[config.mk]
export PLATFORM = sky130hd
export DESIGN_NAME = encdec_apb_driver
export DESIGN_NICKNAME = d
export VERILOG_FILES = /design/src/rtl/encdec_apb_driver.sv
export SDC_FILE = /design/constraint.sdc
export NUM_CORES = 1
export LEC_CHECK = 0
export CAP_MARGIN = 5
export CORE_MARGIN = 2
export CORE_UTILIZATION = 35
export CTS_CLUSTER_SIZE = 30
export DETAILED_ROUTE_END_ITERATION = 12
export GPL_TIMING_DRIVEN = 0
export PLACE_DENSITY = 0.68
export SLEW_MARGIN = 30
export SYNTH_ARGS = -nofsm -noshare
export SYNTH_HDL_FRONTEND = slang
export SYNTH_SLANG_ARGS = --single-unit
[constraint.sdc]
create_clock -name clk -period 2.25 [get_ports clk]
set_clock_uncertainty 0.2 [all_clocks]
set_input_delay 0.225 -clock clk [delete_from_list [all_inputs] [get_ports clk]]
set_output_delay 0.225 -clock clk [all_outputs]
set_load 0.05 [all_outputs]
[src/rtl/encdec_apb_driver.sv]
// ============================================================================
//  Module   : encdec_apb_driver
//  Purpose  : APB write initiator that turns one EncDec job request into the
//             CODEWORD_WIDTH/DATA_IN/NOISE/CTRL write sequence, waits for
//             operation_done and returns the result on a valid/ready port.
//             Optional macro ENCDEC_DRV_SKIP_EN drops CODEWORD_WIDTH/NOISE
//             writes that match the last value written since reset.
//  Revision : 1.0 - initial release
// ============================================================================
`default_nettype none

module encdec_apb_driver #(
    parameter int DATA_WIDTH      = 32,
    parameter int AMBA_ADDR_WIDTH = 20,
    parameter int AMBA_WORD       = 32,
    parameter int TIMEOUT_CYCLES  = 64
) (
    input  logic                       clk,
    input  logic                       rst,
    input  logic                       req_valid,
    output logic                       req_ready,
    input  logic [1:0]                 req_mode,
    input  logic [1:0]                 req_width,
    input  logic [AMBA_WORD-1:0]       req_data,
    input  logic [AMBA_WORD-1:0]       req_noise,
    output logic [AMBA_ADDR_WIDTH-1:0] PADDR,
    output logic [AMBA_WORD-1:0]       PWDATA,
    output logic                       PSEL,
    output logic                       PENABLE,
    output logic                       PWRITE,
    input  logic                       done_i,
    input  logic [DATA_WIDTH-1:0]      data_i,
    input  logic [1:0]                 nerr_i,
    output logic                       res_valid,
    input  logic                       res_ready,
    output logic [DATA_WIDTH-1:0]      res_data,
    output logic [1:0]                 res_nerr,
    output logic [1:0]                 res_status
);

    localparam int CNT_W = (TIMEOUT_CYCLES > 1) ? $clog2(TIMEOUT_CYCLES) : 1;
    localparam logic [CNT_W-1:0] CNT_LAST = CNT_W'(TIMEOUT_CYCLES - 1);

    // Write-list slots, issued in ascending order; CTRL must stay last.
    localparam logic [1:0] SLOT_WIDTH = 2'd0;
    localparam logic [1:0] SLOT_DATA  = 2'd1;
    localparam logic [1:0] SLOT_NOISE = 2'd2;
    localparam logic [1:0] SLOT_CTRL  = 2'd3;

    localparam logic [1:0] MODE_FULL    = 2'b10;
    localparam logic [1:0] MODE_ILLEGAL = 2'b11;

    localparam logic [1:0] STATUS_OK      = 2'b00;
    localparam logic [1:0] STATUS_TIMEOUT = 2'b01;
    localparam logic [1:0] STATUS_ILLEGAL = 2'b10;

    typedef enum logic [2:0] {
        ST_IDLE      = 3'd0,
        ST_SETUP     = 3'd1,
        ST_ACCESS    = 3'd2,
        ST_WAIT_DONE = 3'd3,
        ST_RESP      = 3'd4
    } state_t;

    state_t                  state_q, state_d;
    logic [1:0]              slot_q, slot_d;
    logic                    wr_noise_q, wr_noise_d;
    logic [1:0]              mode_q, mode_d;
    logic [1:0]              width_q, width_d;
    logic [AMBA_WORD-1:0]    data_q, data_d;
    logic [AMBA_WORD-1:0]    noise_q, noise_d;
    logic [CNT_W-1:0]        cnt_q, cnt_d;
    logic [DATA_WIDTH-1:0]   res_data_q, res_data_d;
    logic [1:0]              res_nerr_q, res_nerr_d;
    logic [1:0]              res_status_q, res_status_d;

    logic                    w_skip_width;
    logic                    w_need_noise;
    logic [3:0]              w_addr;
    logic [AMBA_WORD-1:0]    w_wdata;

`ifdef ENCDEC_DRV_SKIP_EN
    logic [1:0]              sh_width_q, sh_width_d;
    logic                    sh_width_vld_q, sh_width_vld_d;
    logic [AMBA_WORD-1:0]    sh_noise_q, sh_noise_d;
    logic                    sh_noise_vld_q, sh_noise_vld_d;

    assign w_skip_width = sh_width_vld_q && (sh_width_q == req_width);
    assign w_need_noise = (req_mode == MODE_FULL) &&
                          !(sh_noise_vld_q && (sh_noise_q == req_noise));
`else
    assign w_skip_width = 1'b0;
    assign w_need_noise = (req_mode == MODE_FULL);
`endif

    always_ff @(posedge clk) begin
        if (rst) begin
            state_q      <= ST_IDLE;
            slot_q       <= SLOT_WIDTH;
            wr_noise_q   <= 1'b0;
            mode_q       <= '0;
            width_q      <= '0;
            data_q       <= '0;
            noise_q      <= '0;
            cnt_q        <= '0;
            res_data_q   <= '0;
            res_nerr_q   <= '0;
            res_status_q <= '0;
        end else begin
            state_q      <= state_d;
            slot_q       <= slot_d;
            wr_noise_q   <= wr_noise_d;
            mode_q       <= mode_d;
            width_q      <= width_d;
            data_q       <= data_d;
            noise_q      <= noise_d;
            cnt_q        <= cnt_d;
            res_data_q   <= res_data_d;
            res_nerr_q   <= res_nerr_d;
            res_status_q <= res_status_d;
        end
    end

`ifdef ENCDEC_DRV_SKIP_EN
    always_ff @(posedge clk) begin
        if (rst) begin
            sh_width_q     <= '0;
            sh_width_vld_q <= 1'b0;
            sh_noise_q     <= '0;
            sh_noise_vld_q <= 1'b0;
        end else begin
            sh_width_q     <= sh_width_d;
            sh_width_vld_q <= sh_width_vld_d;
            sh_noise_q     <= sh_noise_d;
            sh_noise_vld_q <= sh_noise_vld_d;
        end
    end
`endif

    always_comb begin
        state_d      = state_q;
        slot_d       = slot_q;
        wr_noise_d   = wr_noise_q;
        mode_d       = mode_q;
        width_d      = width_q;
        data_d       = data_q;
        noise_d      = noise_q;
        cnt_d        = cnt_q;
        res_data_d   = res_data_q;
        res_nerr_d   = res_nerr_q;
        res_status_d = res_status_q;
`ifdef ENCDEC_DRV_SKIP_EN
        sh_width_d     = sh_width_q;
        sh_width_vld_d = sh_width_vld_q;
        sh_noise_d     = sh_noise_q;
        sh_noise_vld_d = sh_noise_vld_q;
`endif

        case (state_q)
            ST_IDLE: begin
                if (req_valid) begin
                    mode_d  = req_mode;
                    width_d = req_width;
                    data_d  = req_data;
                    noise_d = req_noise;
                    if (req_mode == MODE_ILLEGAL) begin
                        res_status_d = STATUS_ILLEGAL;
                        res_data_d   = '0;
                        res_nerr_d   = '0;
                        state_d      = ST_RESP;
                    end else begin
                        wr_noise_d = w_need_noise;
                        slot_d     = w_skip_width ? SLOT_DATA : SLOT_WIDTH;
                        state_d    = ST_SETUP;
                    end
                end
            end

            ST_SETUP: begin
                state_d = ST_ACCESS;
            end

            ST_ACCESS: begin
`ifdef ENCDEC_DRV_SKIP_EN
                if (slot_q == SLOT_WIDTH) begin
                    sh_width_d     = width_q;
                    sh_width_vld_d = 1'b1;
                end
                if (slot_q == SLOT_NOISE) begin
                    sh_noise_d     = noise_q;
                    sh_noise_vld_d = 1'b1;
                end
`endif
                if (slot_q == SLOT_CTRL) begin
                    cnt_d   = '0;
                    state_d = ST_WAIT_DONE;
                end else begin
                    // DATA_IN is followed by NOISE only when the job needs it.
                    if (slot_q == SLOT_DATA && !wr_noise_q) begin
                        slot_d = SLOT_CTRL;
                    end else begin
                        slot_d = slot_q + 2'd1;
                    end
                    state_d = ST_SETUP;
                end
            end

            ST_WAIT_DONE: begin
                if (done_i) begin
                    res_data_d   = data_i;
                    res_nerr_d   = nerr_i;
                    res_status_d = STATUS_OK;
                    state_d      = ST_RESP;
                end else if (cnt_q == CNT_LAST) begin
                    res_data_d   = '0;
                    res_nerr_d   = '0;
                    res_status_d = STATUS_TIMEOUT;
                    state_d      = ST_RESP;
                end else begin
                    cnt_d = cnt_q + 1'b1;
                end
            end

            ST_RESP: begin
                if (res_ready) begin
                    state_d = ST_IDLE;
                end
            end

            default: begin
                state_d = ST_IDLE;
            end
        endcase
    end

    always_comb begin
        w_addr  = 4'h0;
        w_wdata = '0;
        case (slot_q)
            SLOT_WIDTH: begin
                w_addr  = 4'h8;
                w_wdata = {{(AMBA_WORD-2){1'b0}}, width_q};
            end
            SLOT_DATA: begin
                w_addr  = 4'h4;
                w_wdata = data_q;
            end
            SLOT_NOISE: begin
                w_addr  = 4'hC;
                w_wdata = noise_q;
            end
            default: begin
                w_addr  = 4'h0;
                w_wdata = {{(AMBA_WORD-2){1'b0}}, mode_q};
            end
        endcase
    end

    assign PSEL       = (state_q == ST_SETUP) || (state_q == ST_ACCESS);
    assign PENABLE    = (state_q == ST_ACCESS);
    assign PWRITE     = PSEL;
    assign PADDR      = PSEL ? {{(AMBA_ADDR_WIDTH-4){1'b0}}, w_addr} : '0;
    assign PWDATA     = PSEL ? w_wdata : '0;
    assign req_ready  = (state_q == ST_IDLE);
    assign res_valid  = (state_q == ST_RESP);
    assign res_data   = res_data_q;
    assign res_nerr   = res_nerr_q;
    assign res_status = res_status_q;

endmodule

`default_nettype wire

Yosys cells after proc, flatten, opt, wreduce, memory -nomap -nowiden
Cells that the tools add are included.
{"block": "word_totals", "ff_bits": 116, "input_bits": 107}
{"block": "classes", "add_sub_neg": 2, "eq_ne": 19, "muxes": 35, "bitwise_logic": 1, "n_reduce_logical": 14}
{"cell": "2-to-1 mux 32 bit", "count": 5}
{"cell": "case mux 32 bit (3 select lines)", "count": 1}
{"cell": "case mux 32 bit (2 select lines)", "count": 1}
{"cell": "2-to-1 mux 2 bit", "count": 13}
{"cell": "2-to-1 mux 6 bit", "count": 3}
{"cell": "2-to-1 mux 3 bit", "count": 5}
{"cell": "case mux 3 bit (5 select lines)", "count": 1}
{"cell": "case mux 2 bit (2 select lines)", "count": 3}
{"cell": "case mux 4 bit (3 select lines)", "count": 1}
{"cell": "case mux 6 bit (2 select lines)", "count": 1}
{"cell": "AND reduction 4 bit", "count": 3}
{"cell": "!= test 2 bit, second input constant", "count": 5}
{"cell": "== test 2 bit, second input constant", "count": 4}
{"cell": "adder 6 x 1 -> 6 bit, second input constant", "count": 1}
{"cell": "== test 3 x 2 -> 1 bit, second input constant", "count": 2}
{"cell": "== test 6 bit, second input constant", "count": 1}
{"cell": "!= test 2 x 1 -> 1 bit, second input constant", "count": 3}
{"cell": "AND reduction 3 bit", "count": 2}
{"cell": "nonzero test 2 bit", "count": 3}
{"cell": "2-to-1 mux 4 bit", "count": 1}
{"cell": "== test 3 x 1 -> 1 bit, second input constant", "count": 1}
{"cell": "== test 3 bit, second input constant", "count": 1}
{"cell": "logical NOT 3 bit", "count": 1}
{"cell": "!= test 3 bit, second input constant", "count": 1}
{"cell": "other kinds (8)", "count": 8}

Logic depth before layout (Yosys ltp)
Gate-level depths: netlist of run 1.
{"block": "logic_depth", "depth_word": 5, "ltp_mapped": 8}

Worst setup path before layout of run 1
Ideal clock, no wire load.
{"block": "synth_timing", "path_type": "flip-flop to flip-flop", "from": "reg state_q[1]", "to": "reg data_q[25]", "setup_time_ns": 0.070, "t_arrival_ns": 2.457, "required_ns": 1.980, "slack_ns": -0.478, "path_stages_with_launch": 9, "synth_period_minus_slack_ns": 2.728, "path_cell_list": "dfxtp_1 > buf_2 > nor3_1 > and2_1 > buf_2 > buf_4 > buf_2 > nand2_1 > a21oi_1"}
{"block": "synth_via", "elab_chain_len": 2}
{"element": "start, declared", "line": "65", "source": "state_t state_q, state_d;"}
{"element": "start signal, assigned", "line": "110", "source": "state_q <= state_d;"}
{"element": "logical NOT 3 bit"}
{"element": "named net req_ready", "line": "21", "source": "output logic req_ready,"}
{"element": "AND reduction 2 bit (no line)"}
{"element": "end signal, assigned", "line": "115", "source": "data_q <= data_d;"}
{"element": "end, declared", "line": "70", "source": "logic [AMBA_WORD-1:0] data_q, data_d;"}
The timed path passes the listed nets, and every way through them passes these cells.
A chain may end at the register's enable or synchronous reset.

Final worst setup path of run 1
{"block": "layout_timing", "from": "reg state_q[1]", "to": "out PWDATA[2]"}
{"block": "layout_via", "elab_chain_len": 3, "elab_cells_between_ends": 4, "cone_classes": "2 x eq/ne; 1 x mux; 1 x reduce/logical"}
{"element": "== test 3 x 1 -> 1 bit / == test 3 x 2 -> 1 bit (equally long branches)", "line": "259", "source": "assign PSEL = (state_q == ST_SETUP) || (state_q == ST_ACCESS);"}
{"element": "logical OR 1 bit *", "line": "259"}
{"element": "2-to-1 mux 32 bit *", "line": "263", "source": "assign PWDATA = PSEL ? w_wdata : '0;"}
{"element": "end, declared", "line": "27", "source": "output logic [AMBA_WORD-1:0] PWDATA,"}
Every way passes the cells marked *; elsewhere a longest branch is shown, timed or not.

==> results of run 1 <==
==> worst max path at each step <==
| stage | from | to | cells past startpoint | slack, ps |
|---|---|---|---|---|
| after floorplan | slot_q[0]$_SDFFE_PP0P_ | PWDATA[21] | 5 | -70 |
| after global placement | state_q[2]$_SDFFE_PP0P_ | PWDATA[30] | 6 | -650 |
| final | state_q[1]$_SDFFE_PP0P_ | PWDATA[2] | 5 | -50 |
| after global routing | slot_q[0]$_SDFFE_PP0P_ | PWDATA[1] | 7 | -110 |
| after detailed placement | state_q[2]$_SDFFE_PP0P_ | PWDATA[30] | 6 | -670 |
| after CTS | slot_q[1]$_SDFFE_PP0P_ | PWDATA[3] | 5 | -100 |
==> power by group through the flow <==
stage	registers [mW]	logic, mW	clock network (mW)
floorplan	2.25	0.447	0
global placement	2.24	0.771	0
detailed placement	2.25	0.782	0
CTS	2.21	0.909	2.34
global route	2.22	0.986	2.45
finish	2.21	0.921	2.32
==> synth_stat cells, drive strengths merged <==
library cell / number / area, sq um
a22o: 34 / 297.8
or4b: 1 / 10.01
clkbuf: 28 / 105.1
a21bo: 1 / 10.01
a21boi: 1 / 7.510
and3: 1 / 6.260
a311oi: 1 / 8.760
mux2i: 1 / 10.01
a22oi: 31 / 232.7
dfxtp: 116 / 2322
a21oi: 78 / 394.1
a31oi: 2 / 12.51
nor2: 46 / 172.7
a32o: 1 / 10.01
nor3: 7 / 35.03
o31ai: 2 / 15.01
nor3b: 2 / 20.02
or2: 1 / 6.260
and4bb: 1 / 12.51
o21a: 2 / 15.01
or3: 2 / 12.51
o2111ai: 2 / 17.52
nand2: 142 / 533.0
a222oi: 2 / 20.02
xnor2: 1 / 8.760
nand3b: 1 / 11.26
and2: 3 / 18.77
o21ba: 1 / 10.01
a211oi: 2 / 15.01
or3b: 1 / 8.760
conb: 1 / 3.750
inv: 6 / 22.52
o21ai: 7 / 50.05
ha: 6 / 75.07
mux2: 1 / 11.26
nand3: 3 / 15.01
nor2b: 5 / 31.28
buf: 37 / 252.7
==> kinds of logic (layout without fill, tap and decap cells) <==
kind of cell | count (synthesis) | after routing | share of synthesized area
AOI/OAI and AO/OA | 167 | 167 | 0.2315
DFF | 116 | 116 | 0.4817
other | 1 | 18 | 0.0007779
and+or+nand+nor | 216 | 216 | 0.1853
muxes | 2 | 2 | 0.004412
adders and majority gates | 6 | 6 | 0.01557
buffers and inverters | 71 | 288 | 0.07890
xor gates and xnor gates | 1 | 1 | 0.001817
==> routing by layer <==
metal / wire, microns / global-route usage / vias up
met5: 0 / 0 / -
met4: 268 / 0.07040 / 0
met3: 736 / 0.04135 / 20
met2: 8267 / 0.3732 / 155
met1: 6502 / 0.2574 / 2342
li1: - / - / 2408
==> sequential cells by signal (all words and copies together), names as in the netlist <==
name	flops
slot_q	2
wr_noise_q	1
width_q	2
res_status	2
cnt_q	6
data_q	32
state_q	3
res_data	32
mode_q	2
noise_q	32
res_nerr	2
==> area by class of cell <==
cell class / count / area (sq um)
clock buffers: 24 / 481.7
flip-flops and latches: 116 / 2333
plain buffers: 62 / 440.4
repair buffers: 190 / 2003
fillers: 1165 / 5293
clock inverters: 6 / 30.03
multi-input cells: 410 / 2521
inverters: 6 / 25.02
well taps: 176 / 220.2
==> worst max-delay path: cells and delay by family (launching register included) <==
kind                      cells  cell delay, ps
xor gates and xnor gates      1             130
and+or+nand+nor               2             630
DFF                           1             340
buffers and inverters         2             380
==> through the flow <==
| stage | setup TNS (ps) | utilization |
|---|---|---|
| after global placement | -23680 | 0.5202 |
| after detailed placement | -24390 | 0.5202 |
| after floorplan | -2165 | - |
| after CTS | -2082 | 0.6007 |
| after global routing | -2343 | 0.6035 |
| final | -625.2 | 0.6035 |
==> repair_timing <==
| item | in CTS | in global routing |
|---|---|---|
| setup buffers | 4 | 2 |
| endpoints found under the setup margin | 39 | 47 |
| cloned | 3 | 0 |
| pin swaps | 33 | 6 |
| gates resized for setup | 360 | 12 |
==> results.toml, run 1 <==
[die]
rows = 42
core-area_sq_um = 13350
initial_utilization = 0.3612
die-width_microns = 121.4
ios = 200
die_area_sq_um = 14730
die_y_microns = 121.4

[power]
internal_power_mw = 4.032
p_leak_nw = 3.056
swShare = 0.2607
vdd_drop_max_mv = 0.5337
p_comb_frac = 0.169
p_seq_frac = 0.406
power_mw = 5.454
power_density_nw_per_um2 = 677.1
power.net_switching_mw = 1.422
p_clk_frac = 0.425

[logic_synthesis]
synth.distinct_cells = 45
synth_area_sq_um = 4821
ys_ff_latch = 116
syn_area_per_cell_sq_um = 8.312
postSynthCellCount = 580
seq_area_frac_synth = 0.4817
ys_warn_count = 0

[place]
gp_congestion = 0.9163
port_buffers = 181
dp_slack_ps = -667.7
dp_hpwl_mm = 11.40
dpl-instance-area_sq_um = 6943
dp.cells = 954

[clocking]
clk_latency_ps = 400
root_buffer = "clkbuf_16"
path_clk_slew_ps = 50
htreeDepth = 4
cts_tree = "built"
cts_buffers = 17
cts_sinks = 116
cts.hold.buffers_added = 0
clk_path_buf_depth = 2

[setup_path]
path_class = "register to primary output"
reg2reg_to = "res_data[14]$_SDFFE_PP0P_"
path_cells = "xnor2_2, or3_4, clkbuf_16, nor2_4, buf_8"
worstRegToRegCells = 6
cp_data_arrival_time_ps = 1880
r2r_setup_slack_ps = 120
required_ps = 1820
worstReg2RegStart = "state_q[1]$_SDFFE_PP0P_"
critPathSlowestCell = "or3_4"
cp-end-kind = "primary output"
critPathLaunchType = "register"
crit_fanout = 7
critPathMaxStageDelay_ps = 510

[timing]
period_share = 1.023
finalSetupViolCount = 27
timing.final.ws_setup_ps = -50.69
relSlewSlack = 0.6004
tightestPinTransition_ps = 599.4
whs_ps = 172.5
drv_slew = 0
post-route-min-period_ps = 2301
rsz0062_at_grt = "yes"
finalHoldViolCount = 0
max_freq_ghz = 0.4347

[routing]
routed_wl_mm = 15.77
ant_nets = 0
drtIter0Drc = 323
viasPerCell = 4.975
vias = 4925
drc = 0
dr.pass1.iters = 5
wire_per_inst_microns = 15.93

[hold_path]
min_from = "req_width[0]"
hold_path_class = "input pin to register"
whs_path_depth = 3
holdPathEnd = "width_q[0]$_SDFFE_PP0P_"

[grt]
grt_overflow_total = 0
grt_max_degree = 17
grt_pass1_wl_mm = 24.53
antenna_found_initial = 0
grt_usage = 0.2116
grt_pass1_vias = 4987

[final_layout]
drive_above_1_share = 0.2248
layout_common_cells = "nand2_1, clkdlybuf4s50_1, dfxtp_1"
nets = 916
final_cell_area_sq_um = 8055
area_delta_synth_final_pct = 67.09
fin_cells = 990
num_antenna_cells = 0

[run]
cap_viol_max_count = 0

[outcome]
outcome = "finished with violations"
violations = "setup timing"
Note: power is estimated with default switching activity, not from simulation.
==> run 2, diff against run 1 <==
--- a/config.mk
+++ b/config.mk
@@ -5,6 +5,7 @@
 export SDC_FILE = /design/constraint.sdc
 export NUM_CORES = 1
 export LEC_CHECK = 0
+export ABC_CLOCK_PERIOD_IN_PS = 2250
 export CAP_MARGIN = 5
 export CORE_MARGIN = 2
 export CORE_UTILIZATION = 35
==> results of run 2 <==
Final layout, timing and power as in run 1 (identical DEF).
